$ cat src/rtl/game_pkg.sv
// Shared types and helpers for the board game: FSM states, tile/position widths
// and tile-to-pixel placement used by both the sequencer and renderer side.
package game_pkg;

    typedef enum logic [2:0] {
        IDLE,
        ROLL,
        ISSUE,
        WAIT,
        OVER
    } state_t;

    localparam int TILE_W = 4;
    localparam int X_W    = 10;
    localparam int DICE_W = 3;

    function automatic logic [X_W-1:0] tile_to_x(input logic [TILE_W-1:0] tile,
                                                 input int x0,
                                                 input int pitch);
        return X_W'(x0 + int'(tile) * pitch);
    endfunction

endpackage

$ cat src/rtl/dice_counter.sv
// Free-running dice source cycling 1..DICE_MAX; the roll is whatever value it
// holds in the cycle the player presses the button.
module dice_counter #(
    parameter int DICE_MAX = 6
) (
    input  logic       clk,
    input  logic       rst,
    output logic [2:0] value
);

    always_ff @(posedge clk or negedge rst) begin
        if (!rst)                          value <= 3'd1;
        else if (value == 3'(DICE_MAX))    value <= 3'd1;
        else                               value <= value + 3'd1;
    end

endmodule

$ cat src/rtl/turn_sequencer.sv
// Turn sequencer: rolls the dice, moves the active player, handshakes with the
// renderer via pos_valid/turn_done, applies the question-box bonus and detects a win.
module turn_sequencer #(
    parameter int NUM_TILES   = 10,
    parameter int TILE_X0     = 20,
    parameter int TILE_PITCH  = 60,
    parameter int DICE_MAX    = 6,
    parameter int QBOX_TILE   = 4,
    parameter int QBOX_BONUS  = 2,
    parameter int TIMEOUT_CYC = 50_000_000
) (
    input  logic       clk,
    input  logic       rst,
    input  logic       roll_req,
    input  logic       turn_done,
    output logic [9:0] player1_pos_x,
    output logic [9:0] player2_pos_x,
    output logic       pos_valid,
    output logic       active_player,
    output logic [2:0] dice_value,
    output logic       busy,
    output logic       game_over,
    output logic       winner
);
    import game_pkg::*;

    localparam logic [TILE_W-1:0] GOAL     = TILE_W'(NUM_TILES - 1);
    localparam logic [TILE_W-1:0] QBOX     = TILE_W'(QBOX_TILE);
    localparam int                WD_W     = $clog2(TIMEOUT_CYC + 1);
    localparam logic [WD_W-1:0]   WD_LIMIT = WD_W'(TIMEOUT_CYC);
    localparam logic [X_W-1:0]    X_START  = X_W'(TILE_X0);

    state_t                       state_q, state_d;
    logic [1:0][TILE_W-1:0]       tile_q, tile_d;
    logic [TILE_W-1:0]            pending_q, pending_d;
    logic                         bonus_q, bonus_d;
    logic [WD_W-1:0]              wd_q, wd_d;
    logic [X_W-1:0]               p1_d, p2_d;
    logic                         valid_d, active_d, over_d, winner_d;
    logic [DICE_W-1:0]            dice_d, dice_now;
    logic [TILE_W-1:0]            cur_tile;

    dice_counter #(.DICE_MAX(DICE_MAX)) u_dice (
        .clk   (clk),
        .rst   (rst),
        .value (dice_now)
    );

    // Sum kept one bit wider so an overshoot past the goal clamps instead of wrapping.
    function automatic logic [TILE_W-1:0] advance(input logic [TILE_W-1:0] from,
                                                  input logic [TILE_W:0]   step);
        logic [TILE_W:0] sum;
        sum = {1'b0, from} + step;
        return (sum > {1'b0, GOAL}) ? GOAL : sum[TILE_W-1:0];
    endfunction

    assign cur_tile = tile_q[active_player];
    assign busy     = (state_q == ROLL) || (state_q == ISSUE) || (state_q == WAIT);

    always_ff @(posedge clk or negedge rst) begin
        if (!rst) begin
            state_q       <= IDLE;
            tile_q        <= '0;
            pending_q     <= '0;
            bonus_q       <= 1'b0;
            wd_q          <= '0;
            player1_pos_x <= X_START;
            player2_pos_x <= X_START;
            pos_valid     <= 1'b0;
            active_player <= 1'b0;
            dice_value    <= '0;
            game_over     <= 1'b0;
            winner        <= 1'b0;
        end else begin
            state_q       <= state_d;
            tile_q        <= tile_d;
            pending_q     <= pending_d;
            bonus_q       <= bonus_d;
            wd_q          <= wd_d;
            player1_pos_x <= p1_d;
            player2_pos_x <= p2_d;
            pos_valid     <= valid_d;
            active_player <= active_d;
            dice_value    <= dice_d;
            game_over     <= over_d;
            winner        <= winner_d;
        end
    end

    always_comb begin
        state_d   = state_q;
        tile_d    = tile_q;
        pending_d = pending_q;
        bonus_d   = bonus_q;
        wd_d      = wd_q;
        p1_d      = player1_pos_x;
        p2_d      = player2_pos_x;
        valid_d   = 1'b0;
        active_d  = active_player;
        dice_d    = dice_value;
        over_d    = game_over;
        winner_d  = winner;

        case (state_q)
            IDLE: begin
                if (roll_req) begin
                    dice_d    = dice_now;
                    pending_d = advance(cur_tile, {2'b00, dice_now});
                    bonus_d   = 1'b0;
                    state_d   = ROLL;
                end
            end
            ROLL: begin
                tile_d[active_player] = pending_q;
                if (active_player) p2_d = tile_to_x(pending_q, TILE_X0, TILE_PITCH);
                else               p1_d = tile_to_x(pending_q, TILE_X0, TILE_PITCH);
                valid_d = 1'b1;
                state_d = ISSUE;
            end
            ISSUE: begin
                wd_d    = '0;
                state_d = WAIT;
            end
            WAIT: begin
                if (turn_done || (wd_q == WD_LIMIT)) begin
                    if (cur_tile == GOAL) begin
                        over_d   = 1'b1;
                        winner_d = active_player;
                        state_d  = OVER;
                    end else if ((cur_tile == QBOX) && !bonus_q) begin
                        pending_d = advance(cur_tile, (TILE_W+1)'(QBOX_BONUS));
                        bonus_d   = 1'b1;
                        state_d   = ROLL;
                    end else begin
                        active_d = ~active_player;
                        state_d  = IDLE;
                    end
                end else begin
                    wd_d = wd_q + 1'b1;
                end
            end
            OVER:    state_d = OVER;
            default: state_d = IDLE;
        endcase
    end

endmodule
$ cat config.mk
export PLATFORM = sky130hd
export DESIGN_NAME = turn_sequencer
export DESIGN_NICKNAME = d
export VERILOG_FILES = /design/src/rtl/game_pkg.sv /design/src/rtl/dice_counter.sv /design/src/rtl/turn_sequencer.sv
export SDC_FILE = /design/constraint.sdc
export NUM_CORES = 1
export LEC_CHECK = 0
export ABC_AREA = 0
export CAP_MARGIN = 15
export CORE_MARGIN = 1.5
export CORE_UTILIZATION = 35
export CTS_CLUSTER_SIZE = 10
export DETAILED_ROUTE_END_ITERATION = 7
export PLACE_DENSITY = 0.61
export SLEW_MARGIN = 30
export SYNTH_ARGS = -nofsm -noshare
export SYNTH_HDL_FRONTEND = slang
export SYNTH_SLANG_ARGS = --single-unit
$ cat constraint.sdc
create_clock -name clk -period 3.1 [get_ports clk]
set_input_delay 0.775 -clock clk [delete_from_list [all_inputs] [get_ports clk]]
set_output_delay 0.775 -clock clk [all_outputs]
set_load 0.01 [all_outputs]
==> run_results.csv <==
group,metric,value,unit
drt,drc_errors,0,
worst_setup_path,cp-end-kind,"register",
final_layout,final_cell_count_no_fill,557,
final_layout,multiInputGateArea,0.001949,mm²
worst_setup_path,slowest_stage,"fa_1",
floorplanning,boundaryPins,32,
grt,overflow,0,
power,leakage,2.052,nW
placement,dpl_cell_area,0.004202,mm²
yosys,syn_area_per_cell,9.833,µm²
yosys,synth_cell_types,58,
worst_setup_path,slowest_delay,0.58,ns
yosys,synth_compound_area_share,10.66,%
floorplanning,die_area,0.01139,mm²
floorplanning,fp.dieH,106.7,µm
yosys,synth_warnings,0,
yosys,synth_seq_area_share,45.35,%
clocking,htree_num_levels,3,
final_layout,drive_gt1_share,12.59,%
grt,antenna_found_initial,0,
timing,fmax,331.1,MHz
clocking,clk_latency,0.36,ns
yosys,ys_seq_elements,68,
yosys,synthCells,383,
clocking,cts-root-buf,"clkbuf_8",
yosys,synth_edf_count,0,
final_layout,final_common_cell,"dfrtp_1",
final_layout,fill_cells,1014,
timing,setup_ws,0.07995,ns
timing,period_needed,3.020,ns
yosys,synth-xor-area-share,7.342,%
yosys,synth_ff_type,"dfrtp_1",
timing,skew,0.02044,ns
timing,fin_crit_sh,97.42,%
final_layout,nets,445,
worst_setup_path,crit_path_frequent_cell,"fa_2",
timing,final-setup-viol-count,0,
min_path,hp-class,"primary input to async pin",
status,status,"finished clean",
floorplanning,initial_utilization,36.32,%
placement,gp_congestion,0.8083,
final_layout,diodes,0,
worst_setup_path,crit_fanout,4,
clocking,path_clk_slew,0.08,ns
worst_setup_path,startpoint_type,"register",
yosys,synth_top_family_by_area,"simple AND/OR/NAND/NOR gates",
flow_run,drv_cap,0,
timing,worst_slew_pin_slew,0.8457,ns
floorplanning,coreArea,0.01037,mm²
yosys,synth_area,0.003766,mm²
yosys,synth_simple_gate_area_share,20.10,%
drt,dr.pass1.iters,4,
drt,first_iter_violations,128,
yosys,synth_fa_ha_area_share,9.502,%
timing,rsz0062_at_grt,"true",
yosys,async_reset_ff_share,100.0,%
worst_setup_path,path_cells,"fa_2 -> fa_1 -> inv_1 -> fa_2 -> xor2_1 -> nor3_1 -> nand3_1 -> xnor3_1 -> o21ai_1",
timing,hold_violations,0,
drt,via_per_inst,4.952,
timing,max_slew_margin,43.37,%
final_layout,regArea,0.001710,mm²
grt,grt.total_usage,14.88,%
grt,grt_pass1_wl,13.43,mm
grt,grt_pass1_vias,2850,
clocking,cts_tree,"yes",
worst_setup_path,worstPathRequired,3.31,ns
clocking,cts_hold_buffers,0,
floorplanning,rows,37,
final_layout,fin_area,0.004491,mm²
placement,dpl.cell_count,540,
grt,grt_max_degree,38,
clocking,clkSinkCount,68,
placement,dp_worst_setup_slack,0.03837,ns
final_layout,final_cell_mix,"dfrtp_1 (61), nand2_1 (50), nor2_1 (34)",
timing,fin_setup_tns,0,ns
placement,port-buffer-count,27,
floorplanning,die_x,106.7,µm
drt,post_drt_wl_per_cell,13.87,µm
clocking,cts-buffers-inserted,9,
placement,dp_hpwl,5.505,mm
worst_setup_path,critPathArrivalTime,3.23,ns
worst_setup_path,timing_worst_setup_path_type,"register to register",
timing,slew_viol_final,0,
drt,routed_wl,7.723,mm
drt,ant_nets,0,
yosys,synth_mux_area_share,2.791,%
drt,num_vias,2758,
power,ir_drop,1.147,mV
power,p_per_area,1219,mW/mm²
clocking,ctsLongestPathBuffers,2,
final_layout,area_delta_synth_final,19.24,%
## sequential cells by signal (all words and copies together), names as in the netlist
signal	cells
active_player	1
bonus_q	1
dice_value	3
game_over	1
pending_q	4
player1_pos_x	8
player2_pos_x	8
pos_valid	1
state_q	3
tile_q	8
u_dice.value	3
wd_q	26
winner	1
## metal layers
metal	routed length (µm)	GRT usage (%)	vias to the layer above
met5	0	0	-
met4	98	5.143	0
met3	156	3.100	13
met2	3853	25.05	27
met1	3614	18.96	1358
li1	-	-	1360
## where the power goes
part           internal (W)  switching, W  total (W)
Clock              0.000560      0.000353   0.000913
Combinational       0.00146       0.00174    0.00320
Sequential          0.00117      0.000193    0.00136
Total               0.00319       0.00229    0.00548
## worst max-delay path: cells and delay by family (launching register included)
| family | cells | cell delay (ns) |
|---|---|---|
| adders and majority gates | 3 | 1.44 |
| buffers and inverters | 1 | 0.06 |
| xor gates and xnor gates | 2 | 0.45 |
| DFF | 1 | 0.44 |
| AOI/OAI and AO/OA | 1 | 0.07 |
| and+or+nand+nor | 2 | 0.41 |
## stage by stage
step	hold slack, ns	total power (W)	util (%)
finish	0.4735	0.005476	43.30
global route	0.5005	0.006001	43.30
CTS	0.4811	0.005354	42.91
detailed placement	0.4580	0.004422	40.52
global placement	0.4556	0.004355	40.52
floorplan	0.4444	0.003514	-
## cell families after synthesis
logic type | count (synthesis)
flip-flops | 68
multiplexers | 10
adder cells (fa/ha/maj) | 25
AO/OA/AOI/OAI | 67
XOR/XNOR | 30
other | 1
buffers and inverters | 37
AND/OR/NAND/NOR | 145
## cells in the mapped netlist (3+ instances only)
library cell	n	area [µm²]
or4_1	4	30.03
ha_1	19	237.7
nand2b_1	3	18.77
nand3_1	12	60.06
a21o_1	3	22.52
and3_1	3	18.77
buf_4	4	30.03
nor2_1	34	127.6
mux2i_1	6	60.06
dfrtp_1	63	1577
xor2_1	14	122.6
dfstp_2	5	131.4
inv_1	22	82.58
nand4_1	4	25.02
nand3b_1	3	22.52
xnor2_1	15	131.4
clkbuf_1	9	33.78
a21oi_1	13	65.06
fa_1	6	120.1
nor3_1	6	30.03
o211ai_1	5	37.54
mux2_2	3	33.78
o21ai_0	31	155.2
or3_1	3	18.77
nor3b_1	3	22.52
nand2_1	50	187.7
## area by class of cell
class	instances	area share, %
multi-input combinational	281	43.41
sequential	68	38.09
timing repair buffer	34	7.356
tap	136	3.789
clock buffer	11	3.149
clock inverter	5	2.368
inverter	22	1.839
## final timing paths
path	slack, ns	to	start	cells after the start
max	0.08	player1_pos_x[9]$_DFFE_PN0P_	pending_q[1]$_DFFE_PN0P_	9
min reg2reg	0.48	game_over$_DFFE_PN0P_	game_over$_DFFE_PN0P_	1
min in group clk	0.48	game_over$_DFFE_PN0P_	game_over$_DFFE_PN0P_	1
max reg2reg	0.08	player1_pos_x[9]$_DFFE_PN0P_	pending_q[1]$_DFFE_PN0P_	9
max in group asynchronous	1.91	u_dice.value[0]$_DFF_PN1_	rst	2
min	0.47	player2_pos_x[5]$_DFFE_PN0P_	rst	1
## what timing repair did
| action | CTS | global route |
|---|---|---|
| setup endpoints to repair | 0 | 4 |
| gates resized for setup | 0 | 11 |
| hold endpoints to repair | 0 | 0 |
| setup buffers | 0 | 1 |
Note: power is estimated with default switching activity, not from simulation.
